--- config.mk ---
export PLATFORM = sky130hd
export DESIGN_NAME = viterbi_acs_pmu
export DESIGN_NICKNAME = d
export VERILOG_FILES = /design/src/rtl/viterbi_acs_pmu.sv
export SDC_FILE = /design/constraint.sdc
export NUM_CORES = 1
export LEC_CHECK = 0
export ABC_AREA = 1
export BUFFER_PORTS_ARGS = -buffer_cell sky130_fd_sc_hd__buf_4
export CORE_ASPECT_RATIO = 1.25
export CORE_MARGIN = 5
export CORE_UTILIZATION = 30
export DETAILED_ROUTE_END_ITERATION = 12
export PLACE_DENSITY_LB_ADDON = 0.05
export SLEW_MARGIN = 20
export SYNTH_ARGS = -nofsm -noshare
export SYNTH_HDL_FRONTEND = slang
export SYNTH_SLANG_ARGS = --single-unit
export TNS_END_PERCENT = 50
--- constraint.sdc ---
create_clock -name clk -period 9.69 [get_ports clk]
set_input_delay 0.969 -clock clk [delete_from_list [all_inputs] [get_ports clk]]
set_output_delay 0.969 -clock clk [all_outputs]
set_load 0.05 [all_outputs]
--- src/rtl/viterbi_acs_pmu.sv ---
// viterbi_acs_pmu: serial add-compare-select path-metric unit with
// register-exchange survivors for a rate-1/2 convolutional code of
// constraint length K. One symbol of branch metrics is accepted per
// handshake. The ACS runs over the 2^(K-1) states one state per cycle, and
// one decoded bit is emitted per symbol once the survivors hold DEPTH bits.
// Optional build macro: VITERBI_METRIC_NORM_EN subtracts the best metric
// from all committed metrics once the best metric reaches half range.
// K must be at least 3. MW must be at least BMW.
module viterbi_acs_pmu #(
    parameter int             K         = 3,
    parameter logic [K-1:0]   G0        = 3'o7,
    parameter logic [K-1:0]   G1        = 3'o5,
    parameter int             MW        = 6,
    parameter int             BMW       = 3,
    parameter int             DEPTH     = 16,
    parameter int             INIT_BIAS = 8
) (
    input  logic             clk,
    input  logic             rst_n,
    input  logic             sof,
    input  logic             in_valid,
    output logic             in_ready,
    input  logic [4*BMW-1:0] bm,
    output logic             out_valid,
    input  logic             out_ready,
    output logic             out_bit,
    output logic [MW-1:0]    out_metric,
    output logic             ovf
);

    localparam int M      = K - 1;
    localparam int NSTATE = 1 << M;
    localparam int FW     = $clog2(DEPTH + 1);

    localparam logic [1:0] IDLE   = 2'd0;
    localparam logic [1:0] ACS    = 2'd1;
    localparam logic [1:0] COMMIT = 2'd2;
    localparam logic [1:0] OUT    = 2'd3;

    localparam logic [MW-1:0] MAX_METRIC = '1;
    localparam logic [MW-1:0] BIAS       = MW'(INIT_BIAS);
    localparam logic [FW-1:0] FILL_FULL  = FW'(DEPTH);
    localparam logic [M-1:0]  LAST_IDX   = M'(NSTATE - 1);

    typedef logic [NSTATE-1:0][MW-1:0]    metricVec_t;
    typedef logic [NSTATE-1:0][DEPTH-1:0] survVec_t;

    // State zero starts at metric 0; every other state starts biased so the
    // decoder assumes the encoder begins a frame in the all-zero state.
    function automatic metricVec_t initMetrics();
        metricVec_t v;
        for (int s = 0; s < NSTATE; s++) begin
            v[s] = (s == 0) ? '0 : BIAS;
        end
        return v;
    endfunction

    // Codeword index {c0,c1} produced when input bit b leaves state s.
    function automatic logic [1:0] codeWord(input logic b, input logic [M-1:0] s);
        logic [K-1:0] r;
        r = {b, s};
        return {^(G0 & r), ^(G1 & r)};
    endfunction

    logic [1:0]       state_q, state_d;
    logic [M-1:0]     idx_q, idx_d;
    logic [4*BMW-1:0] bm_q;
    metricVec_t       metric_q;
    survVec_t         surv_q;
    metricVec_t       newMetric_q;
    survVec_t         newSurv_q;
    logic [M-1:0]     bestIdx_q;
    logic [MW-1:0]    bestVal_q;
    logic [FW-1:0]    fill_q;
    logic             ovf_q;
    logic             outBit_q;
    logic [MW-1:0]    outMetric_q;

    logic             accept;
    logic [FW-1:0]    fillInc;
    logic [BMW-1:0]   bmArr [4];
    logic             decBit;
    logic [M-1:0]     pred0, pred1, predSel;
    logic [MW:0]      sum0, sum1;
    logic             clip0, clip1, pick1;
    logic [MW-1:0]    cand0, cand1, selMetric;
    logic [DEPTH-1:0] selSurv;
    logic [MW-1:0]    normSub;

    assign accept    = (state_q == IDLE) && in_valid;
    assign fillInc   = (fill_q == FILL_FULL) ? FILL_FULL : fill_q + FW'(1);
    assign in_ready  = (state_q == IDLE);
    assign out_valid = (state_q == OUT);
    assign out_bit   = outBit_q;
    assign out_metric = outMetric_q;
    assign ovf       = ovf_q;

`ifdef VITERBI_METRIC_NORM_EN
    // Rebase all metrics on the best one once it reaches the upper half of
    // the metric range, keeping the spread representable.
    assign normSub = bestVal_q[MW-1] ? bestVal_q : '0;
`else
    assign normSub = '0;
`endif

    // One butterfly half per cycle: both candidates into target state idx,
    // with saturation, the tie going to the even predecessor.
    always_comb begin
        for (int i = 0; i < 4; i++) begin
            bmArr[i] = bm_q[BMW*i +: BMW];
        end
        decBit  = idx_q[M-1];
        pred0   = {idx_q[M-2:0], 1'b0};
        pred1   = {idx_q[M-2:0], 1'b1};
        sum0    = {1'b0, metric_q[pred0]} + (MW+1)'(bmArr[codeWord(decBit, pred0)]);
        sum1    = {1'b0, metric_q[pred1]} + (MW+1)'(bmArr[codeWord(decBit, pred1)]);
        clip0   = sum0[MW];
        clip1   = sum1[MW];
        cand0   = clip0 ? MAX_METRIC : sum0[MW-1:0];
        cand1   = clip1 ? MAX_METRIC : sum1[MW-1:0];
        pick1   = (cand1 < cand0);
        predSel = pick1 ? pred1 : pred0;
        selMetric = pick1 ? cand1 : cand0;
        selSurv = {surv_q[predSel][DEPTH-2:0], decBit};
    end

    // Sequencing: wait for a symbol, sweep all states, commit, then offer
    // the decoded bit only once the survivors are full.
    always_comb begin
        state_d = state_q;
        idx_d   = idx_q;
        case (state_q)
            IDLE: begin
                if (in_valid) begin
                    state_d = ACS;
                    idx_d   = '0;
                end
            end
            ACS: begin
                idx_d = idx_q + M'(1);
                if (idx_q == LAST_IDX) begin
                    state_d = COMMIT;
                end
            end
            COMMIT: begin
                state_d = (fillInc == FILL_FULL) ? OUT : IDLE;
            end
            OUT: begin
                if (out_ready) begin
                    state_d = IDLE;
                end
            end
            default: begin
                state_d = IDLE;
            end
        endcase
    end

    // Control registers and the latched branch metrics of the current symbol.
    always_ff @(posedge clk or negedge rst_n) begin
        if (!rst_n) begin
            state_q <= IDLE;
            idx_q   <= '0;
            bm_q    <= '0;
        end else begin
            state_q <= state_d;
            idx_q   <= idx_d;
            if (accept) begin
                bm_q <= bm;
            end
        end
    end

    // Committed trellis state: restarted by sof, updated only in COMMIT so a
    // reset or restart mid-sweep never leaves partial results behind.
    always_ff @(posedge clk or negedge rst_n) begin
        if (!rst_n) begin
            metric_q <= initMetrics();
            surv_q   <= '0;
            fill_q   <= '0;
            ovf_q    <= 1'b0;
        end else begin
            if (accept && sof) begin
                metric_q <= initMetrics();
                surv_q   <= '0;
                fill_q   <= '0;
                ovf_q    <= 1'b0;
            end else if (state_q == ACS) begin
                if (clip0 || clip1) begin
                    ovf_q <= 1'b1;
                end
            end else if (state_q == COMMIT) begin
                for (int s = 0; s < NSTATE; s++) begin
                    metric_q[s] <= newMetric_q[s] - normSub;
                end
                surv_q <= newSurv_q;
                fill_q <= fillInc;
            end
        end
    end

    // Scratch results of the sweep plus the running best, where only a
    // strictly smaller metric displaces the lower-indexed state.
    always_ff @(posedge clk or negedge rst_n) begin
        if (!rst_n) begin
            newMetric_q <= '0;
            newSurv_q   <= '0;
            bestIdx_q   <= '0;
            bestVal_q   <= '0;
        end else if (state_q == ACS) begin
            newMetric_q[idx_q] <= selMetric;
            newSurv_q[idx_q]   <= selSurv;
            if ((idx_q == '0) || (selMetric < bestVal_q)) begin
                bestIdx_q <= idx_q;
                bestVal_q <= selMetric;
            end
        end
    end

    // Output registers are written once per symbol and then held, so they
    // stay stable for as long as the downstream stalls.
    always_ff @(posedge clk or negedge rst_n) begin
        if (!rst_n) begin
            outBit_q    <= 1'b0;
            outMetric_q <= '0;
        end else if (state_q == COMMIT) begin
            outBit_q    <= newSurv_q[bestIdx_q][DEPTH-1];
            outMetric_q <= bestVal_q - normSub;
        end
    end

endmodule

==> results.yml <==
timing:
  fin_crit_ps: 6850
  fin_worst_skew_ps: 20.2
  final_hold_viol_count: 0
  final_max_slew_viol_count: 0
  finalCritPeriodShare: 0.707
  tightest_slew_ps: 1100
  finalSetupViolations: 0
  relSlewSlack: 0.265
  rsz0062_at_grt: "false"
  fin_setup_tns_ps: 0
  max_freq_mhz: 146
detailed_routing:
  dr_wl_met2_mm: 12.5
  dr.pass1.iters: 5
  topRoutingLayerUsed: "met4"
  drc: 0
  wl_per_cell_um: 17.0
  dr_wl_met3_um: 693
  drt-met1-wl_mm: 11.6
  drtIter0Drc: 394
  antenna_left: 0
  wl_mm: 25.3
  vias_per_cell: 4.67
  vias: 6935
setup_path:
  slowest_delay_ps: 670
  worstSetupEndpointType: "flip-flop"
  cpMaxStageDelayCell: "dfrtp_1"
  critPathArrivalTime_ps: 7300
  crit_buf_inv: 8
  crit_fanout: 54
  crit_family: "simple AND/OR/NAND/NOR gates"
  worstSetupPathType: "reg2reg"
  crit_required_ps: 10140
  start_kind: "flip-flop"
layout:
  final_cell_area_mm2: 0.0108
  utilization: 0.348
  nets: 1102
  mostFrequentLayoutCells: "nand2_1, dfrtp_1, o21ai_0"
  syn_to_final_growth_pct: 14.0
  num_antenna_cells: 0
  drive_gt1_frac: 0.123
  layout_commonest_cell: "nand2_1"
clocking:
  postCtsSetupRepairBufs: 0
  cts_buffers: 25
  cts_resized: 0
  cts.htree.levels: 1
  cts_tree: "done"
  holdBufCountCts: 0
  clk_pin_slew_ps: 60
  clock_latency_ps: 520
  cts_buffer_depth: 3
  root_buffer: "clkbuf_16"
  clock_sinks: 209
global_route:
  antenna_found_initial: 0
  grt_pass1_vias: 7152
  overflow: 0
  grt_start_max_net_pins: 88
  track_usage: 0.146
  grt_pass1_wl_mm: 41.1
synth:
  async_reset_ff_frac: 1.00
  ys_ff_latch: 209
  syn_area_mm2: 0.00948
  ys.warnings.count: 0
  synth_edf_count: 0
  ys_types: 40
  synth-seq-area-share: 0.552
  synthFlopType: "dfrtp_1"
  netlist_instances: 1051
  yosysTopAreaCellShare: 0.544
  syn_nets: 1092
  yosysTopAreaCell: "dfrtp_1"
  synth.top_cells.by_area: "dfrtp_1, nand2_1, o21ai_0"
  postSynthAreaPerCell_um2: 9.02
run:
  drv_cap: 0
floorplanning:
  dieArea_mm2: 0.0353
  io_pins: 27
  rows: 72
  fp.dieW_um: 169
  die_y_um: 209
  initial_utilization: 0.305
  coreArea_mm2: 0.0311
outcome:
  status: "finished clean"
place:
  dp_hpwl_mm: 14.8
  gp_congestion: 0.787
  io_buffers: 26
  dpl-instance-area_mm2: 0.0100
min_path:
  min_path_type: "in2async"
state kept, by name, summed over array words and instances, names as in the netlist, 2 cells and up:
name and flops:
surv_q 60, bm_q 12, bestIdx_q 2, newMetric_q 24, newSurv_q 64, metric_q 24, out_metric 6, bestVal_q 6
fill_q 5, state_q 2, idx_q 2
per-stage QoR:
step           std cells  hold WS (ps)  worst slack [ps]
6_report            1486           449              2840
5_1_grt             1486           486              2060
4_1_cts             1486           450              2750
3_5_place_dp        1441           466              2770
3_3_place_gp        1441           461              2930
2_1_floorplan       1051           448              4030
area by class of cell:
type,count,area [µm²]
timing repair buffer,35,270
multi-input combinational,682,3620
inverter,108,408
fill,3299,20300
clock buffer,38,724
tap,407,509
clock inverter,7,38.8
sequential,209,5230
path summary, 6_finish.rpt:
kind | start | to | slack (ps) | cells past startpoint
hold / removal | rst_n | newSurv_q[19] | 450 | 1
setup / recovery | idx_q[1] | bestIdx_q[0] | 2840 | 34
min in group clk | metric_q[15] | metric_q[15] | 480 | 2
max in group asynchronous | rst_n | bestVal_q[0] | 7090 | 3
setup reg to reg | idx_q[1] | bestIdx_q[0] | 2840 | 34
hold reg to reg | metric_q[15] | metric_q[15] | 480 | 2
Yosys cell counts (4+ instances only):
cell / number
nand2_1: 286
dfrtp_1: 206
o21ai_0: 130
inv_1: 106
o21ai_1: 61
nor2_1: 49
clkbuf_1: 40
a22o_1: 25
ha_1: 22
a21oi_1: 15
nand3_1: 14
o211ai_2: 14
o21ai_2: 14
nand2_2: 9
nand2_4: 7
buf_4: 4
o22ai_1: 4
kinds of logic (layout without fill, tap and decap cells):
family	after synthesis	count (layout)	share of synthesized area
AND/OR/NAND/NOR	377	377	0.163
AO/OA/AOI/OAI	278	278	0.181
flip-flops	209	209	0.552
buffers and inverters	160	188	0.0680
adder cells (fa/ha/maj)	24	24	0.0333
XOR/XNOR	3	3	0.00277
routing by layer:
metal  up-vias  GRT usage
li1       3443          -
met1      3376      0.195
met2        82      0.252
met3        34     0.0185
met4         0     0.0325
met5         -          0
Power is left out: the tool's default activity adds up to more than one toggle a clock period on the data nets, which glitch-free logic cannot reach.
